**config.mk**
```make
export PLATFORM = sky130hd
export DESIGN_NAME = floating_point_normalizer
export DESIGN_NICKNAME = d
export VERILOG_FILES = /design/src/rtl/floating_point_unit_pkg.sv /design/src/rtl/floating_point_normalizer_lzc.sv /design/src/rtl/floating_point_normalizer.sv
export SDC_FILE = /design/constraint.sdc
export NUM_CORES = 1
export LEC_CHECK = 0
export ABC_AREA = 1
export ABC_CLOCK_PERIOD_IN_PS = 7900
export CORE_ASPECT_RATIO = 2
export CORE_MARGIN = 5
export CORE_UTILIZATION = 40
export CTS_BUF_LIST = sky130_fd_sc_hd__clkbuf_2 sky130_fd_sc_hd__clkbuf_4 sky130_fd_sc_hd__clkbuf_8
export CTS_CLUSTER_DIAMETER = 50
export DETAILED_ROUTE_END_ITERATION = 10
export DONT_BUFFER_PORTS = 1
export GPL_ROUTABILITY_DRIVEN = 0
export PLACE_DENSITY = 0.56
export SKIP_CTS_REPAIR_TIMING = 1
export SLEW_MARGIN = 25
export SYNTH_ARGS = -nofsm -noshare
export SYNTH_HDL_FRONTEND = slang
export SYNTH_HIERARCHICAL = 1
export SYNTH_SLANG_ARGS = --single-unit
```
**constraint.sdc**
```tcl
create_clock -name clk_i -period 7.9 [get_ports clk_i]
set_clock_uncertainty 0.15 [all_clocks]
set_input_delay 1.58 -clock clk_i [delete_from_list [all_inputs] [get_ports clk_i]]
set_output_delay 1.58 -clock clk_i [all_outputs]
set_load 0.03 [all_outputs]
```
**src/rtl/floating_point_unit_pkg.sv**
```systemverilog
// Shared FPU types: float32 word, rounding-bit bundle, normalizer FSM states.
package floating_point_unit_pkg;

  typedef struct packed {
    logic       sign;
    logic [7:0] exponent;
    logic [22:0] mantissa;
  } float32_t;

  typedef struct packed {
    logic guard;
    logic round;
    logic sticky;
  } round_bits_t;

  typedef enum logic [1:0] {
    IDLE      = 2'd0,
    NORMALIZE = 2'd1,
    OUTPUT    = 2'd2
  } normalizer_fsm_t;

  localparam int EXP_MAX_BIASED = 255;
  localparam int NORM_SIG_WIDTH = 48;

endpackage

```
**src/rtl/floating_point_normalizer_lzc.sv**
```systemverilog
// Combinational leading-zero counter; all-zero input reports WIDTH.
module leading_zero_counter #(
  parameter int WIDTH = 47,
  parameter int CW    = $clog2(WIDTH + 1)
) (
  input  logic [WIDTH-1:0] data_i,
  output logic [CW-1:0]    count_o
);

  // Scan from MSB; first set bit fixes the count.
  always_comb begin
    logic found;
    count_o = CW'(WIDTH);
    found   = 1'b0;
    for (int i = WIDTH - 1; i >= 0; i--) begin
      if (!found && data_i[i]) begin
        count_o = CW'(WIDTH - 1 - i);
        found   = 1'b1;
      end
    end
  end

endmodule

```
**src/rtl/floating_point_normalizer.sv**
```systemverilog
// Multicycle post-arithmetic normalizer: wide significand + signed exponent
// in, float32 + guard/round/sticky + overflow/underflow out.
// Optional: FPU_NORMALIZER_FAST_PATH_EN lets already-normal operands skip
// the NORMALIZE state.
module floating_point_normalizer
  import floating_point_unit_pkg::*;
#(
  parameter int SHIFT_PER_CYCLE = 8
) (
  input  logic        clk_i,
  input  logic        rst_n_i,
  input  logic        flush_i,
  input  logic        data_valid_i,
  output logic        ready_o,
  input  logic        sign_i,
  input  logic [9:0]  exponent_i,
  input  logic [NORM_SIG_WIDTH-1:0] significand_i,
  output float32_t    result_o,
  output round_bits_t round_bits_o,
  output logic        overflow_o,
  output logic        underflow_o,
  output logic        data_valid_o
);

  localparam logic [5:0] SPC = 6'(SHIFT_PER_CYCLE);

  normalizer_fsm_t state_q, state_d;
  logic [47:0] sig_r, sig_d;
  // One extra exponent bit so a right step at exponent 511 cannot wrap negative.
  logic signed [10:0] exp_r, exp_d;
  logic sign_r, sign_d, sticky_r, sticky_d;

  logic [5:0]  lz, ramt, lamt;
  logic [10:0] rneed, lexp;
  logic [47:0] rmask;
  logic        fast;

  float32_t    out_res;
  round_bits_t out_rb;
  logic [7:0]  enc_exp;
  logic        out_ovf, out_unf, out_stk;

  leading_zero_counter #(.WIDTH(47)) u_lzc (.data_i(sig_r[46:0]), .count_o(lz));

  assign ready_o = (state_q == IDLE);

`ifdef FPU_NORMALIZER_FAST_PATH_EN
  assign fast = (significand_i[47:46] == 2'b01) &&
                ($signed(exponent_i) >= 10'sd1) && ($signed(exponent_i) <= 10'sd254);
`else
  assign fast = 1'b0;
`endif

  // Per-cycle shift amounts for the denormalizing right shift and the left shift.
  always_comb begin
    rneed = 11'(11'sd1 - exp_r);
    ramt  = (rneed > 11'(SPC)) ? SPC : rneed[5:0];
    rmask = ~(48'hFFFF_FFFF_FFFF << ramt);
    lexp  = 11'(exp_r - 11'sd1);
    lamt  = (lz > SPC) ? SPC : lz;
    if (11'(lamt) > lexp) lamt = lexp[5:0];
  end

  // Next-state and datapath step; flush overrides everything.
  always_comb begin
    state_d  = state_q;
    sig_d    = sig_r;
    exp_d    = exp_r;
    sign_d   = sign_r;
    sticky_d = sticky_r;
    if (flush_i) begin
      state_d = IDLE;
    end else begin
      case (state_q)
        IDLE: if (data_valid_i) begin
          sig_d    = significand_i;
          exp_d    = {exponent_i[9], exponent_i};
          sign_d   = sign_i;
          sticky_d = 1'b0;
          state_d  = fast ? OUTPUT : NORMALIZE;
        end
        NORMALIZE: begin
          if (sig_r == '0 && !sticky_r) begin
            exp_d   = '0;
            state_d = OUTPUT;
          end else if (exp_r <= 11'sd0) begin
            sig_d    = sig_r >> ramt;
            sticky_d = sticky_r | (|(sig_r & rmask));
            exp_d    = exp_r + $signed({5'b0, ramt});
          end else if (sig_r[47]) begin
            sig_d    = {1'b0, sig_r[47:1]};
            sticky_d = sticky_r | sig_r[0];
            exp_d    = exp_r + 11'sd1;
          end else if (!sig_r[46] && exp_r > 11'sd1) begin
            sig_d = sig_r << lamt;
            exp_d = exp_r - $signed({5'b0, lamt});
          end else begin
            state_d = OUTPUT;
          end
        end
        OUTPUT:  state_d = IDLE;
        default: state_d = IDLE;
      endcase
    end
  end

  // Pack the normalized operand and its rounding/exception flags.
  always_comb begin
    out_stk = (|sig_r[20:0]) | sticky_r;
    enc_exp = sig_r[46] ? exp_r[7:0] : 8'h00;
    out_ovf = (exp_r >= 11'(EXP_MAX_BIASED));
    out_res = out_ovf ? {sign_r, 8'hFF, 23'h0} : {sign_r, enc_exp, sig_r[45:23]};
    out_rb  = out_ovf ? 3'b000 : {sig_r[22], sig_r[21], out_stk};
    out_unf = !out_ovf && (enc_exp == 8'h00) && ((|sig_r) || sticky_r) && (|out_rb);
  end

  // State and working registers.
  always_ff @(posedge clk_i or negedge rst_n_i) begin
    if (!rst_n_i) begin
      state_q  <= IDLE;
      sig_r    <= '0;
      exp_r    <= '0;
      sign_r   <= 1'b0;
      sticky_r <= 1'b0;
    end else begin
      state_q  <= state_d;
      sig_r    <= sig_d;
      exp_r    <= exp_d;
      sign_r   <= sign_d;
      sticky_r <= sticky_d;
    end
  end

  // Output registers: loaded only when leaving OUTPUT, held otherwise.
  always_ff @(posedge clk_i or negedge rst_n_i) begin
    if (!rst_n_i) begin
      result_o     <= '0;
      round_bits_o <= '0;
      overflow_o   <= 1'b0;
      underflow_o  <= 1'b0;
      data_valid_o <= 1'b0;
    end else begin
      data_valid_o <= (state_q == OUTPUT) && !flush_i;
      if (state_q == OUTPUT && !flush_i) begin
        result_o     <= out_res;
        round_bits_o <= out_rb;
        overflow_o   <= out_ovf;
        underflow_o  <= out_unf;
      end
    end
  end

endmodule
```
==> key figures <==
Detailed routing
  • Antenna-violating nets left: 0
  • Drt total wl: 55.92 mm
  • WL/cell: about 22 um
  • DR DRC count: 0
  • Starting DRT DRC Count: between 1500 and 2000
  • Via count: 15535
  • Pre-Repair DR Iteration Count: 6
  • Vias/cell: 6.014

Final layout
  • Layout cell share with drive strength beyond 1: 8.256%
  • Area Overhead vs Synth: 6.540%
  • Final core occ: 42.77%
  • Nets: approximately 2200
  • Number of fill cells: 3585

Synth
  • Syn Area/Cell: approximately 5.7 um^2
  • Synth async-reset ratio: 100.0%
  • Largest family of logic cells by synthesized area: simple AND/OR/NAND/NOR gates
  • Cell taking the most area after synthesis: nand2_1
  • Simple-gate share of the synthesized area: 49.52%
  • Part of the Yosys area used for sequential elements: 20.11%
  • Post-synthesis xor/xnor area fraction: less than 1%
  • Number of flops mapped to enable cells by yosys: 0
  • Number of synthesis warnings: 6
  • Unique cell type count in the Yosys netlist: 63
  • Post-synthesis compound-gate area fraction: 16.37%
  • Top cell type's share of synthesized area: 20.87%
  • Synthesized area: 12570 um^2
  • Synth Area in Adders: 2.349%
  • Multiplexer share of the synthesized area: less than 1%
  • Synth area leaders: nand2_1 21%, dfrtp_1 20%, nand3_1 17%, inv_1 4.9%, nor2_1 4.9%
  • #FFs+latches synth: 101
  • Synth Flop Type: dfrtp_1
  • Post-Synthesis Cells: 2203

Global route
  • Largest net degree at the start of global routing: about 100
  • Global-route wire length before repair: 84.26 mm
  • Initial antenna violation count: 5
  • All-Layer GR Usage: 30.92%
  • Grt ovf: 0
  • Vias in the first global route: about 14000

Setup path
  • R2r setup slk: -0.02 ns
  • Crit end category: register
  • Slowest cell on crit path: dfrtp_1
  • Crit path arrival time: 8.10 ns
  • Critical path start-end classification: register to register
  • Worst EP required: 8.08 ns
  • Critical path's most frequent cell: nand2_1
  • Setup crit start kind: register
  • Critical Path Fanout Max: 7
  • CP max stage delay: ~0.40 ns

Clock network
  • CTS tree: built
  • Clk pin slew, worst setup/hold paths: approximately 0.12 ns
  • Bufs on Longest Clock Path: 2
  • Sink Count: 101
  • Clk Latency, worst-skew pair: 0.43 ns
  • CTS H-tree lvls: 3
  • Clk Tree Root Cell: clkbuf_8
  • CTS Buf Count: 9

STA
  • Final setup margin: -0.01650 ns
  • Max Slew Vio Count: 0
  • Fin crit period: 7.916 ns
  • Tcrit/Tclk final: 100.2%
  • Final Hold Fails: 0
  • Final setup TNS: -0.01650 ns
  • Slew @ Worst Pin: a little under 1 ns
  • Final setup vio count: 1
  • F_max: about 130 MHz
  • Worst slew margin: between 30% and 40%
  • RSZ-0062 raised after global routing: true

Floorplanning
  • Initial core utilization: 40.15%
  • Ports: about 100
  • CORE AREA: ~31000 um^2
  • Site Rows: 92
  • DIE WIDTH: 135.3 um
  • Chip Height: 260.7 um
  • DIE AREA: 35280 um^2

Power and ir drop
  • Peak VDD IR: 0.2236 mV
  • P_leak: about 0.0064 uW
  • PD cells: 480.8 nW/um^2

Run status
  • Failing checks: negative setup slack
  • Status: complete, but fails checks

Placed design
  • DP HPWL: 42.89 mm
  • Pre-CTS setup slack: 0.1448 ns
  • PortBufs: 0

Run
  • Max-cap violations: 0

Min path
  • Hold Path Class: register to register
[final timing paths]
check,start,endpoint,cells past startpoint
setup / recovery,sig_r[46]$_DFFE_PN0P_,exp_r[10]$_DFFE_PN0P_,62
hold / removal,sticky_r$_DFFE_PN0P_,sticky_r$_DFFE_PN0P_,2
setup reg to reg,sig_r[46]$_DFFE_PN0P_,exp_r[10]$_DFFE_PN0P_,62
hold reg to reg,sticky_r$_DFFE_PN0P_,sticky_r$_DFFE_PN0P_,2
max in group asynchronous,rst_n_i,result_o[16]$_DFFE_PN0P_,0
min in group asynchronous,rst_n_i,sig_r[47]$_DFFE_PN0P_,0
[cell usage in the layout (no fill, tap or decap), types with 5 or more instances in the layout]
cell type    n
nand2_1    689
nand3_1    417
inv_1      162
nor2_1     151
o21ai_0    111
dfrtp_1    100
a21oi_1     98
buf_4       63
o21ai_1     35
nand4_1     33
a31oi_1     23
nor3_1      21
ha_1        20
nor2_2      19
nand2_2     14
nor4_1      14
nor2_4      12
xor2_1      12
o22ai_1     12
a22oi_1     12
o211ai_1     9
clkbuf_8     9
inv_2        7
a211oi_1     7
a21oi_2      6
a2bb2oi_1    6
nand4_4      6
nor3_2       5
nand3_2      5
a221oi_1     5
[area by class of cell]
type / instances / area (um^2) / area share, %
multi-input combinational: 1799 / 8949 / 66.82
sequential: 101 / 2529 / 18.88
inverter: 174 / 655.6 / 4.896
timing repair buffer: 67 / 530.5 / 3.962
tap: 423 / 529.3 / 3.952
clock buffer: 11 / 138.9 / 1.037
clock inverter: 4 / 50.05 / 0.3737
antenna: 4 / 10.01 / 0.07475
[cell usage after synthesis, types with 12 or more instances]
cell      instances
o21ai_1          31
a21oi_1         104
o22ai_1          12
buf_2            44
a31oi_1          23
nor3_1           23
nor2_2           12
ha_1             22
nor4_1           15
o21ai_0         115
dfrtp_1         101
clkbuf_1         63
nand2_1         699
a22oi_1          13
inv_1           164
nand3_1         419
nand4_1          33
xor2_1           12
nor2_1          163
[worst max-delay path: cells and delay by family, from the launching register on]
kind / cells / cell delay, ns
DFF: 1 / 0.40
AOI/OAI and AO/OA: 8 / 0.84
buffers and inverters: 3 / 0.40
and+or+nand+nor: 49 / 5.41
adders and majority gates: 2 / 0.64
[sequential cells by signal, summed over array words and instances (netlist names), 2 cells and up]
signal and flops:
state_q 2, exp_r 11, result_o 32, sig_r 48
round_bits_o 3
[through the flow]
stage,power (uW),std cells,hold slack [ns],instance area [um^2]
6_report,6439,2583,0.3818,13390
3_3_place_gp,5752,2544,0.3423,12840
3_5_place_dp,5730,2544,0.3463,12840
2_1_floorplan,4416,2204,0.3133,12570
5_1_grt,6953,2583,0.4222,13390
4_1_cts,6110,2559,0.3786,13030
[power breakdown]
part | total [uW] | internal [uW] | switching [uW]
logic | 4740 | 1470 | 3270
registers | 1340 | 730 | 611
clock network | 361 | 152 | 210
total | 6440 | 2350 | 4090
[cell families after synthesis]
family                     count (synthesis)
and+or+nand+nor                         1403
AOI/OAI and AO/OA                        354
buffers and inverters                    304
DFF                                      101
adders and majority gates                 23
xor gates and xnor gates                  14
muxes                                      3
other                                      1
[per-layer routing]
| metal | track usage [%] | wire, um | vias to the layer above |
|---|---|---|---|
| met5 | 0 | 0 | - |
| met4 | 18.05 | 3774 | 0 |
| met3 | 3.569 | 4782 | 164 |
| met2 | 49.13 | 25760 | 940 |
| met1 | 40.21 | 21600 | 7107 |
| li1 | - | - | 7324 |
(Power assumes the default switching activity.)
